<file path="config.mk">
export PLATFORM = sky130hd
export DESIGN_NAME = stream_frame_sched
export DESIGN_NICKNAME = d
export VERILOG_FILES = /design/src/rtl/stream_frame_sched.sv
export SDC_FILE = /design/constraint.sdc
export NUM_CORES = 1
export LEC_CHECK = 0
export CAP_MARGIN = 20
export CORE_ASPECT_RATIO = 1.4
export CORE_MARGIN = 5
export CORE_UTILIZATION = 30
export CTS_BUF_LIST = sky130_fd_sc_hd__clkbuf_8
export DETAILED_ROUTE_END_ITERATION = 6
export SYNTH_ARGS = -nofsm -noshare
export SYNTH_HDL_FRONTEND = slang
export SYNTH_SLANG_ARGS = --single-unit
</file>
<file path="constraint.sdc">
create_clock -name clk -period 5.5 [get_ports clk]
set_clock_uncertainty 0.05 [all_clocks]
set_input_delay 1.1 -clock clk [delete_from_list [all_inputs] [get_ports clk]]
set_output_delay 1.1 -clock clk [all_outputs]
set_load 0.05 [all_outputs]
</file>
<file path="src/rtl/stream_frame_sched.sv">
// Read-side frame scheduler for the LPC stream FIFO.
// Tracks FIFO occupancy and issues uninterrupted bursts of FRAME_LEN pops on request.
// It also emits sof/eof markers aligned to the FIFO's registered output and flags overflow.
// Optional statistics outputs are built when STREAM_FRAME_SCHED_STATS_EN is defined.
// Otherwise frame_cnt and max_level are tied to 0.
module stream_frame_sched #(
  parameter int unsigned DEPTH     = 256,
  parameter int unsigned PTR_W     = 8,
  parameter int unsigned FRAME_LEN = 160,
  parameter int unsigned GAP_CYC   = 0,
  parameter int unsigned OUT_LAT   = 1
) (
  input  logic             clk,
  input  logic             rst,
  input  logic             enable,
  input  logic             source_v_in,
  input  logic             frame_req,
  output logic             sink_v_out,
  output logic             sof,
  output logic             eof,
  output logic             busy,
  output logic [PTR_W:0]   level,
  output logic             overflow,
  input  logic             clr_ovf,
  output logic [15:0]      frame_cnt,
  output logic [15:0]      max_level
);

  typedef enum logic [1:0] {StIdle, StBurst, StGap} state_e;

  localparam int unsigned      CntW       = PTR_W + 1;
  localparam logic [CntW-1:0]  CntLast    = CntW'(FRAME_LEN - 1);
  localparam logic [CntW-1:0]  LevelFull  = CntW'(DEPTH);
  localparam logic [CntW-1:0]  LevelFrame = CntW'(FRAME_LEN);
  localparam logic [7:0]       GapLast    = (GAP_CYC > 0) ? 8'(GAP_CYC - 1) : 8'd0;

  state_e              state_q, state_d;
  logic [CntW-1:0]     cnt_q, cnt_d;
  logic [7:0]          gap_q, gap_d;
  logic [CntW-1:0]     level_q, level_d;
  logic                req_q, req_d;
  logic                ovf_q, ovf_d;
  logic [OUT_LAT-1:0]  sof_q, sof_d;
  logic [OUT_LAT-1:0]  eof_q, eof_d;
  logic                start, pop, first_pop, last_pop, ovf_evt;

  // Next-state logic for the burst FSM and its counters.
  always_comb begin
    state_d = state_q;
    cnt_d   = cnt_q;
    gap_d   = gap_q;
    start   = 1'b0;
    unique case (state_q)
      StIdle: begin
        if (enable && req_q && (level_q >= LevelFrame)) begin
          start   = 1'b1;
          state_d = StBurst;
          cnt_d   = '0;
        end
      end
      StBurst: begin
        if (cnt_q == CntLast) begin
          cnt_d   = '0;
          gap_d   = '0;
          state_d = (GAP_CYC > 0) ? StGap : StIdle;
        end else begin
          cnt_d = cnt_q + CntW'(1);
        end
      end
      StGap: begin
        if (gap_q == GapLast) begin
          gap_d   = '0;
          state_d = StIdle;
        end else begin
          gap_d = gap_q + 8'd1;
        end
      end
      default: state_d = StIdle;
    endcase
  end

  // Occupancy, request latch, overflow and marker delay lines.
  always_comb begin
    pop       = (state_q == StBurst);
    first_pop = pop && (cnt_q == '0);
    last_pop  = pop && (cnt_q == CntLast);
    ovf_evt   = source_v_in && (level_q == LevelFull);

    level_d = level_q;
    if (source_v_in && !pop && (level_q != LevelFull)) begin
      level_d = level_q + CntW'(1);
    end else if (!source_v_in && pop) begin
      level_d = level_q - CntW'(1);
    end

    // A request arriving on the start cycle stays queued.
    req_d = frame_req | (req_q & ~start);
    // A new overflow wins over a simultaneous clear.
    ovf_d = ovf_evt | (ovf_q & ~clr_ovf);

    sof_d    = sof_q;
    eof_d    = eof_q;
    sof_d[0] = first_pop;
    eof_d[0] = last_pop;
    for (int i = 1; i < OUT_LAT; i++) begin
      sof_d[i] = sof_q[i-1];
      eof_d[i] = eof_q[i-1];
    end
  end

  // State registers; async reset also discards any in-flight markers.
  always_ff @(posedge clk or posedge rst) begin
    if (rst) begin
      state_q <= StIdle;
      cnt_q   <= '0;
      gap_q   <= '0;
      level_q <= '0;
      req_q   <= 1'b0;
      ovf_q   <= 1'b0;
      sof_q   <= '0;
      eof_q   <= '0;
    end else begin
      state_q <= state_d;
      cnt_q   <= cnt_d;
      gap_q   <= gap_d;
      level_q <= level_d;
      req_q   <= req_d;
      ovf_q   <= ovf_d;
      sof_q   <= sof_d;
      eof_q   <= eof_d;
    end
  end

  // Pop strobe is combinational from state so reset removes it immediately.
  always_comb begin
    sink_v_out = pop;
    busy       = (state_q != StIdle);
    level      = level_q;
    overflow   = ovf_q;
    sof        = sof_q[OUT_LAT-1];
    eof        = eof_q[OUT_LAT-1];
  end

`ifdef STREAM_FRAME_SCHED_STATS_EN
  logic [15:0] frame_cnt_q, max_level_q;

  // Completed-frame counter and occupancy high-water mark.
  always_ff @(posedge clk or posedge rst) begin
    if (rst) begin
      frame_cnt_q <= '0;
      max_level_q <= '0;
    end else begin
      if (eof) begin
        frame_cnt_q <= frame_cnt_q + 16'd1;
      end
      if (clr_ovf) begin
        max_level_q <= '0;
      end else if (16'(level_q) > max_level_q) begin
        max_level_q <= 16'(level_q);
      end
    end
  end

  assign frame_cnt = frame_cnt_q;
  assign max_level = max_level_q;
`else
  assign frame_cnt = '0;
  assign max_level = '0;
`endif

endmodule

</file>
## Yosys cells after proc, flatten, opt, wreduce, memory -nomap -nowiden

Index checks and enable logic that the tools add are counted.

- Word-level logic and storage cells: 61
- Register bits after elaboration: 32

- Bitwise logic cells: 6
- Reductions and logical operators: 20
- $add $sub $neg: 4
- Mux-type cells: 14
- Magnitude comparators: 1
- Equal/unequal tests: 8

Operators by type and width:

| operator | count |
|---|---|
| 9-bit 2-to-1 mux | 4 |
| 9-bit by 1-bit adder with 9-bit output, second input constant | 2 |
| 9-bit one-hot mux with 2 select lines | 1 |
| 8-bit 2-to-1 mux | 2 |
| 8-bit one-hot mux with 2 select lines | 1 |
| 9-bit by 8-bit == test with 1-bit output, second input constant | 1 |
| 9-bit == test, second input constant | 1 |
| 9-bit by 8-bit greater-or-equal comparator with 1-bit output, second input constant | 1 |
| 9-bit logical NOT | 1 |
| 9-bit != test, second input constant | 1 |
| 9-bit by 1-bit subtractor with 9-bit output, second input constant | 1 |
| 8-bit by 1-bit adder with 8-bit output, second input constant | 1 |
| 1-bit logical AND | 8 |
| 8-bit logical NOT | 1 |
| 2-bit nonzero test | 4 |
| 2-bit 2-to-1 mux | 3 |
| 2-bit one-hot mux with 3 select lines | 1 |
| 2-bit != test, second input constant | 2 |
| 2-bit AND reduction | 2 |
| 3-bit AND reduction | 1 |
| 1-bit bitwise AND | 2 |
| 2-bit by 1-bit == test with 1-bit output, second input constant | 1 |
| 2-bit == test, second input constant | 1 |
| 1-bit logical NOT | 2 |
| 5 further kinds | 8 |

## Longest topological paths before layout

Gate-level depths: netlist of the first run.

- Word-level depth: 7
- Mapped depth: 8
- Gate-level depth less buffers: 8

## Worst setup path after synthesis of the first run

OpenSTA, ideal clock, no wires.

- Kind: input port to flip-flop
- From: in source_v_in
- To: reg level_q[6] (netlist: level[6])
- Data arrival time: 2648 ps
- Cell stages on the path: 8
- Data required time: 5325 ps
- Library setup time: 125 ps
- Path buffers: 1
- Slack: 2677 ps
- Cell sequence: nand2b_1 -> a31o_4 -> ha_1 -> clkbuf_1 -> nor3b_1 -> a311oi_1 -> o211ai_1 -> mux2_4

- Word-level cells in the longest chain between the ends: 3
- Elaborated cells on any way between the ends: 6
- Classes of those cells: 1 x mux; 5 x reduce/logical

Ends and longest elaborated chain:

| item | line | RTL |
|---|---|---|
| from (decl) | 16 | `input logic source_v_in,` |
| 1-bit logical AND / 1-bit logical NOT (equally long branches) | 90, 92 |  |
| 1-bit logical AND (on tied branches) | 90, 92 |  |
| 9-bit 2-to-1 mux / 2-bit nonzero test (equally long branches) | n/a |  |
| to (signal assigned) | 126 | `level_q <= level_d;` |
| to (decl) | 40 | `logic [CntW-1:0] level_q, level_d;` |

Parallel ways exist; a longest one is shown, timed or not.
A chain may end at the register's enable or synchronous reset.

## Final worst setup path of the first run

Ends and elaborated chain as after synthesis.

==> impl_metrics.json, run 1 <==
{
  "placed_cells": 280,
  "maxCapViolations": 0,
  "hold_class": "flip-flop to flip-flop",
  "max-vdd-ir-drop_mv": 0.116,
  "initial_core_util_pct": 30.9,
  "syn-mean-instance-area_sq_um": 9.21,
  "grt_pass1_wl_um": 6030,
  "cts.sinks": 23,
  "cts_tree": "done",
  "cp.arrival_ns": 3.36,
  "via_per_inst": 4.89,
  "path_class": "input port to flip-flop",
  "switching_power_mw": 0.482,
  "place_congestion": 0.780,
  "h-tree-depth": 1,
  "root_buffer": "clkbuf_8",
  "grt_setup_unrepaired": "no",
  "gr-usage-all-layers_pct": 9.91,
  "cp_data_required_time_ns": 5.61,
  "final_util_pct": 33.7,
  "clk_pin_slew_ns": 0.09,
  "antenna_found_initial": 0,
  "yosys.area.top_type": "dfrtp_1",
  "max_slew.worst_pin.slew_ns": 0.881,
  "die_h_um": 102,
  "hpwl_um": 2920,
  "post_cts_buffers": 0,
  "fmax_ghz": 0.308,
  "numCtsBuffers": 3,
  "num_rows": 33,
  "wirelength_um": 3750,
  "first_global_vias": 1281,
  "die_x_um": 75.9,
  "setup_viol": 0,
  "clk_path_buf_depth": 2,
  "layout.nets": 231,
  "num_antenna_cells": 0,
  "hold_viol": 0,
  "worstPathMaxFanout": 13,
  "clk_latency_ns": 0.27,
  "period_minus_slack_ns": 3.24,
  "cts_resized": 0,
  "synth_edf_count": 0,
  "drtIter0Drc": 88,
  "areaGrowthSynthToFinish_pct": 8.99,
  "grt_max_degree": 24,
  "nFillCells": 638,
  "routedWlPerCell_um": 13.2,
  "maxSlewHeadroom_pct": 41.2,
  "synthArstFlopShare_pct": 100,
  "ys_ff_latch": 23,
  "cp-start-kind": "input port",
  "grt-ovfl-total": 0,
  "regToRegSetupSlack_ns": 2.77,
  "p_sw_share_pct": 51.1,
  "instances_no_fill": 284,
  "synth_cell_types": 54,
  "synthCells": 198,
  "drc_errors": 0,
  "seqPwrFrac_pct": 27.6,
  "comb_power_share_pct": 60.6,
  "drive_gt1_share_pct": 7.01,
  "final_common_cell": "conb_1",
  "core_sq_um": 5900,
  "whs_ns": 0.438,
  "num_vias": 1390,
  "boundaryPins": 52,
  "pwr-share-clk_pct": 11.7,
  "synth_top_area_share_pct": 31.6,
  "final_cell_mix": "32 x conb_1, 23 x dfrtp_1, 19 x clkdlybuf4s50_1, 14 x inv_1, 13 x nand3_1",
  "setup-tns-final_ns": 0,
  "total_leakage_power_nw": 0.887,
  "p_int_mw": 0.462,
  "ys.warnings.count": 0,
  "crit_path_end_kind": "flip-flop",
  "ys.flop_type": "dfrtp_1",
  "synthTopCellsByArea": "dfrtp_1 32%, buf_4 14%, ha_1 6.2%, nand3_1 3.6%, inv_1 2.9%",
  "netlist_area_sq_um": 1820,
  "hold_buffers": 0,
  "drt.antenna.violating_nets": 0,
  "io_buffers": 19,
  "dieArea_sq_um": 7760,
  "synth-seq-area-share_pct": 31.6,
  "fin_crit_sh_pct": 59.0,
  "powerDensity_nw_per_um2": 475,
  "finalMaxSlewViolations": 0,
  "status": "completed",
  "drt_first_pass_iters": 5
}
## kinds of logic after synthesis
kind of cell / count (synthesis) / synth area share, %
and+or+nand+nor: 60 / 18.7
buffers and inverters: 53 / 18.4
AOI/OAI and AO/OA: 41 / 18.0
DFF: 23 / 31.6
adders and majority gates: 10 / 7.28
muxes: 6 / 3.91
xor gates and xnor gates: 4 / 1.92
other: 1 / 0.206
## per-stage QoR
step	cell area, sq um	setup slack, ns	total power, mW
final	1990	2.26	0.944
after global placement	1940	2.03	0.839
after floorplan	1940	2.68	0.708
after global routing	1990	2.02	1.02
after detailed placement	1940	1.98	0.838
after CTS	1990	2.26	0.949
## worst paths after layout
check	start	to	cells after the start
min in group asynchronous	rst	level[0]$_DFFE_PP0P_	2
max in group asynchronous	rst	level[5]$_DFFE_PP0P_	2
max	source_v_in	level[6]$_DFFE_PP0P_	9
min	req_q$_DFF_PP0_	req_q$_DFF_PP0_	1
max reg2reg	level[1]$_DFFE_PP0P_	level[6]$_DFFE_PP0P_	8
min reg2reg	req_q$_DFF_PP0_	req_q$_DFF_PP0_	1
## routing by layer
layer / track usage, % / up-vias / part of all wire, %
li1: - / 675 / -
met2: 16.8 / 33 / 51
met4: 3.36 / 0 / 1.4
met5: 0 / - / 0
met3: 1.57 / 5 / 5.9
met1: 12.6 / 677 / 42
## power by group through the flow
stage / combinational (mW) / clock, mW / sequential [mW]
detailed placement: 0.571 / 0 / 0.266
floorplan: 0.343 / 0 / 0.365
global placement: 0.570 / 0 / 0.269
CTS: 0.573 / 0.111 / 0.264
global route: 0.631 / 0.118 / 0.270
finish: 0.572 / 0.111 / 0.261
## worst max-delay path: stages
cell             delay, ns
clkdlybuf4s50_1       0.47
nand2b_1              0.14
a31o_4                0.21
inv_4                 0.06
fa_1                  0.39
nand2b_1              0.21
a211oi_1              0.34
o211ai_1              0.15
mux2_4                0.28
## Yosys cell counts, types with 3 or more instances
master,n
nand2_1,8
a21oi_1,7
nor3_1,3
o211ai_1,3
buf_4,33
dfrtp_1,23
nand2b_1,7
o21ai_0,6
nor2_1,10
nand3_1,13
inv_1,14
nand4_1,4
mux2i_1,3
ha_1,9
## area by class of cell
class                      instances  area (sq um)  share of cell area [%]
timing repair buffer              19           190                    9.57
tap                               70          87.6                    4.41
clock inverter                     1          5.00                   0.252
multi-input combinational        153          1030                    51.8
clock buffer                       3          41.3                    2.08
sequential                        23           576                    29.0
inverter                          15          58.8                    2.96
## registers in the layout (all words and copies together), names as in the netlist
signal,count
cnt_q,9
level,9
eof,1
overflow,1
req_q,1
sof,1
state_q,1
No activity file was read; power rests on OpenSTA's default activity.
==> inputs of run 2 (changes only) <==
Clock period 5.5 ns to 3 ns, I/O delays scaled along.
==> impl_metrics.json, run 2 (synthesized netlist as in run 1, its figures left out) <==
{
  "placed_cells": 285,
  "clk_path_buf_depth": 2,
  "boundaryPins": 52,
  "post_cts_buffers": 0,
  "grt_pass1_wl_um": 6060,
  "root_buffer": "clkbuf_8",
  "switching_power_mw": 0.881,
  "final_util_pct": 34.3,
  "layout.nets": 236,
  "instances_no_fill": 289,
  "gr-usage-all-layers_pct": 9.76,
  "grt_setup_unrepaired": "no",
  "setup-tns-final_ns": 0,
  "numCtsBuffers": 3,
  "final_cell_mix": "32 x conb_1, 23 x dfrtp_1, 19 x clkdlybuf4s50_1, 14 x inv_1, 13 x nand3_1",
  "hpwl_um": 3000,
  "path_class": "flip-flop to flip-flop",
  "hold_viol": 0,
  "p_int_mw": 0.865,
  "grt_max_degree": 24,
  "nFillCells": 624,
  "cp_data_required_time_ns": 3.10,
  "fin_crit_sh_pct": 92.4,
  "worstPathMaxFanout": 13,
  "max_slew.worst_pin.slew_ns": 0.499,
  "die_h_um": 102,
  "grt-ovfl-total": 0,
  "via_per_inst": 4.87,
  "drt_first_pass_iters": 4,
  "cp.arrival_ns": 2.87,
  "drc_errors": 0,
  "drtIter0Drc": 86,
  "antenna_found_initial": 0,
  "io_buffers": 19,
  "dieArea_sq_um": 7760,
  "areaGrowthSynthToFinish_pct": 11.1,
  "h-tree-depth": 1,
  "drt.antenna.violating_nets": 0,
  "total_leakage_power_nw": 0.911,
  "placement.cell_area_sq_um": 1980,
  "finalMaxSlewViolations": 0,
  "drive_gt1_share_pct": 9.13,
  "clk_latency_ns": 0.26,
  "status": "completed",
  "die_x_um": 75.9,
  "num_vias": 1407,
  "routedWlPerCell_um": 13.2,
  "crit_path_end_kind": "flip-flop",
  "max-vdd-ir-drop_mv": 0.319,
  "maxCapViolations": 0,
  "clk_pin_slew_ns": 0.08,
  "cts_tree": "done",
  "hold_buffers": 0,
  "hold_class": "flip-flop to flip-flop",
  "place_congestion": 0.803,
  "final_common_cell": "conb_1",
  "cts.sinks": 23,
  "first_global_vias": 1286,
  "powerDensity_nw_per_um2": 863,
  "seqPwrFrac_pct": 26.6,
  "core_sq_um": 5900,
  "num_antenna_cells": 0,
  "cts_resized": 0,
  "p_sw_share_pct": 50.5,
  "wirelength_um": 3810,
  "fmax_ghz": 0.361,
  "maxSlewHeadroom_pct": 66.6,
  "initial_core_util_pct": 30.9,
  "power.total_mw": 1.75,
  "setup_viol": 0,
  "num_rows": 33,
  "comb_power_share_pct": 62.3,
  "pwr-share-clk_pct": 11.1,
  "period_minus_slack_ns": 2.77,
  "finalInstanceArea_sq_um": 2020,
  "cp-start-kind": "flip-flop"
}
run 2: cell count changes in the layout (fill, tap and decap cells not counted), sizes merged:
cell and delta:
buf +5
run 2: area by class of cell:
cell class,instances,area [sq um],share of cell area [%]
multi-input cells,153,1030,50.8
flip-flops and latches,23,576,28.4
repair buffers,24,228,11.2
well taps,70,87.6,4.33
inverters,15,58.8,2.90
clock buffers,3,41.3,2.04
clock inverters,1,5.00,0.247
run 2: stage by stage:
step / hold WS, ns / setup slack, ns
after floorplan: 0.399 / 0.283
after global placement: 0.414 / 0.0982
after detailed placement: 0.419 / 0.0390
after CTS: 0.440 / 0.233
after global routing: 0.458 / 0.0590
final: 0.436 / 0.229
run 2: worst max-delay path, stage by stage, from the launching register on:
cell,delay [ns]
dfrtp_1,0.44
nor3_1,0.41
a31o_4,0.33
inv_4,0.06
fa_1,0.39
nand2b_1,0.22
a211oi_1,0.32
o211ai_1,0.16
mux2_4,0.28
run 2: metal layers:
| metal | global-route usage [%] | up-vias | wire, um |
|---|---|---|---|
| met1 | 12.5 | 670 | 1570 |
| li1 | - | 686 | - |
| met3 | 1.18 | 8 | 231 |
| met5 | 0 | - | 0 |
| met2 | 15.9 | 43 | 1890 |
| met4 | 4.71 | 0 | 115 |
run 2: final timing paths:
check | from | endpoint | slack [ns] | depth (start not counted)
min reg2reg | req_q$_DFF_PP0_ | req_q$_DFF_PP0_ | 0.44 | 1
min in group asynchronous | rst | overflow$_DFF_PP0_ | 0.62 | 3
max in group asynchronous | rst | cnt_q[5]$_DFFE_PP0P_ | 2.05 | 3
max reg2reg | level[0]$_DFFE_PP0P_ | level[6]$_DFFE_PP0P_ | 0.23 | 8
min | req_q$_DFF_PP0_ | req_q$_DFF_PP0_ | 0.44 | 1
max | level[0]$_DFFE_PP0P_ | level[6]$_DFFE_PP0P_ | 0.23 | 8
run 2: power groups by stage:
| stage | clock (mW) | sequential, mW | combinational, mW |
|---|---|---|---|
| 6_report | 0.195 | 0.464 | 1.09 |
| 5_1_grt | 0.217 | 0.477 | 1.20 |
| 3_3_place_gp | 0 | 0.476 | 1.08 |
| 4_1_cts | 0.203 | 0.468 | 1.09 |
| 2_1_floorplan | 0 | 0.669 | 0.629 |
| 3_5_place_dp | 0 | 0.473 | 1.09 |
==> inputs of run 3 (changes only) <==
Settings changed: ABC_AREA from default to 1, HOLD_SLACK_MARGIN from default to 0.02.
==> impl_metrics.json, run 3 <==
{
  "final_common_cell": "nand2_1",
  "numCtsBuffers": 3,
  "worst-path-buf-inv": 1,
  "syn-mean-instance-area_sq_um": 7.79,
  "path_class": "flip-flop to output pin",
  "crit_path_cell_trace": "clkdlybuf4s50_1",
  "setup_viol": 0,
  "clk_latency_ns": 0.27,
  "nFillCells": 609,
  "wirelength_um": 3540,
  "max_slew.worst_pin.slew_ns": 0.509,
  "die_x_um": 75.2,
  "synthCells": 229,
  "num_antenna_cells": 0,
  "pwr-share-clk_pct": 11.6,
  "placed_cells": 315,
  "cp-start-kind": "flip-flop",
  "synthAdderAreaFrac_pct": 7.43,
  "synth_edf_count": 0,
  "pre_cts_ws_ns": 0.314,
  "post-synth-top-count-cell": "nand2_1",
  "maxCapViolations": 0,
  "finalMaxSlewViolations": 0,
  "grt_pass1_wl_um": 5780,
  "crit_path_top_delay_cell": "clkdlybuf4s50_1",
  "ys_ff_latch": 23,
  "drive_gt1_share_pct": 10.4,
  "via_per_inst": 4.40,
  "grt-ovfl-total": 0,
  "synth_top_area_share_pct": 32.3,
  "setup-tns-final_ns": 0,
  "synthTopCellsByArea": "dfrtp_1 32%, buf_4 14%, nand2_1 9.7%, inv_1 6.7%, ha_1 6.3%",
  "h-tree-depth": 1,
  "die_h_um": 101,
  "synth-xor-area-share_pct": 4.42,
  "hold_class": "flip-flop to flip-flop",
  "p_sw_share_pct": 52.1,
  "first_global_vias": 1298,
  "worstPathMaxFanout": 12,
  "hold_viol": 0,
  "netlist_area_sq_um": 1780,
  "muxShareOfSynthArea_pct": 0,
  "drc_errors": 0,
  "whs_ns": 0.441,
  "cts_tree": "done",
  "switching_power_mw": 0.898,
  "hold_buffers": 0,
  "boundaryPins": 52,
  "num_vias": 1405,
  "fin_crit_sh_pct": 79.5,
  "total_leakage_power_nw": 1.01,
  "gr-usage-all-layers_pct": 9.59,
  "yosys.area_share.simple_pct": 25.3,
  "period_minus_slack_ns": 2.38,
  "status": "completed",
  "yosys.area.top_type": "dfrtp_1",
  "ys.flop_type": "dfrtp_1",
  "post_cts_buffers": 0,
  "final_util_pct": 33.8,
  "grt_max_degree": 24,
  "powerDensity_nw_per_um2": 876,
  "clk_pin_slew_ns": 0.09,
  "synthArstFlopShare_pct": 100,
  "cp_top_family": "buffers and inverters",
  "synth-seq-area-share_pct": 32.3,
  "dieArea_sq_um": 7610,
  "drt.antenna.violating_nets": 0,
  "cts.sinks": 23,
  "routedWlPerCell_um": 11.1,
  "cp.arrival_ns": 1.73,
  "synth_cell_types": 30,
  "synth_top_family_by_area": "simple AND/OR/NAND/NOR gates",
  "instances_no_fill": 319,
  "synth_compound_area_share_pct": 8.35,
  "areaGrowthSynthToFinish_pct": 10.3,
  "drt_first_pass_iters": 4,
  "layout_setup_ws_ns": 0.616,
  "crit_path_end_kind": "output pin",
  "fmax_ghz": 0.419,
  "cts_resized": 0,
  "synth_commonest_cells": "46 x nand2_1, 33 x buf_4, 32 x inv_1, 23 x dfrtp_1, 15 x nand3_1",
  "io_buffers": 19,
  "clk_path_buf_depth": 2,
  "ys.warnings.count": 0,
  "comb_power_share_pct": 62.3,
  "final_cell_mix": "46 x nand2_1, 32 x inv_1, 32 x conb_1, 23 x dfrtp_1, 19 x clkdlybuf4s50_1",
  "num_rows": 33,
  "place_congestion": 0.810,
  "grt_setup_unrepaired": "no",
  "layout.nets": 266,
  "max-vdd-ir-drop_mv": 0.290,
  "maxSlewHeadroom_pct": 66.0,
  "critPathMaxStageDelay_ns": 0.88,
  "antenna_found_initial": 0,
  "seqPwrFrac_pct": 26.2,
  "initial_core_util_pct": 30.6,
  "drtIter0Drc": 45,
  "root_buffer": "clkbuf_8",
  "core_sq_um": 5820,
  "p_int_mw": 0.826,
  "hpwl_um": 2870,
  "cp_data_required_time_ns": 2.35
}
run 3: area by class of cell:
class / instances / area, sq um / share of cell area (%)
multi-input cells: 168 / 932 / 47.4
clock inverters: 1 / 5.00 / 0.254
clock buffers: 3 / 41.3 / 2.10
flip-flops and latches: 23 / 576 / 29.2
inverters: 34 / 129 / 6.55
repair buffers: 20 / 198 / 10.0
well taps: 70 / 87.6 / 4.45
run 3: through the flow:
step / instance area (sq um) / total power [mW]
final: 1970 / 1.72
after global routing: 1970 / 1.88
after CTS: 1970 / 1.75
after detailed placement: 1920 / 1.54
after global placement: 1920 / 1.53
after floorplan: 1900 / 1.32
run 3: routing by layer:
metal,vias to the layer above,wire length (um),GRT usage [%]
met5,-,0,0
met4,0,27,2.69
met2,43,1870,17.7
met3,2,227,1.39
li1,700,-,-
met1,660,1420,11.3
run 3: power groups by stage:
stage	logic (mW)	clock network, mW	registers, mW
after floorplan	0.667	0	0.652
after global placement	1.07	0	0.458
after detailed placement	1.09	0	0.459
after CTS	1.09	0.207	0.452
after global routing	1.20	0.221	0.463
final	1.07	0.200	0.451
run 3: worst paths after layout:
| check | start | endpoint | slack [ns] | cells after the start |
|---|---|---|---|---|
| worst min-delay path | req_q$_DFF_PP0_ | req_q$_DFF_PP0_ | 0.44 | 1 |
| worst min register to register | req_q$_DFF_PP0_ | req_q$_DFF_PP0_ | 0.44 | 1 |
| max in group asynchronous | rst | cnt_q[6]$_DFFE_PP0P_ | 2.04 | 3 |
| min in group asynchronous | rst | level[0]$_DFFE_PP0P_ | 0.62 | 3 |
| worst max-delay path | state_q[0]$_DFFE_PP0P_ | sink_v_out | 0.62 | 1 |
| worst max register to register | level[0]$_DFFE_PP0P_ | level[6]$_DFFE_PP0P_ | 0.67 | 14 |
run 3: logic make-up (layout without fill, tap and decap cells):
family / Yosys count / count (layout)
adders and majority gates: 10 / 10
and+or+nand+nor: 93 / 93
buffers and inverters: 69 / 58
AOI/OAI and AO/OA: 24 / 24
xor gates and xnor gates: 9 / 9
other: 1 / 32
DFF: 23 / 23
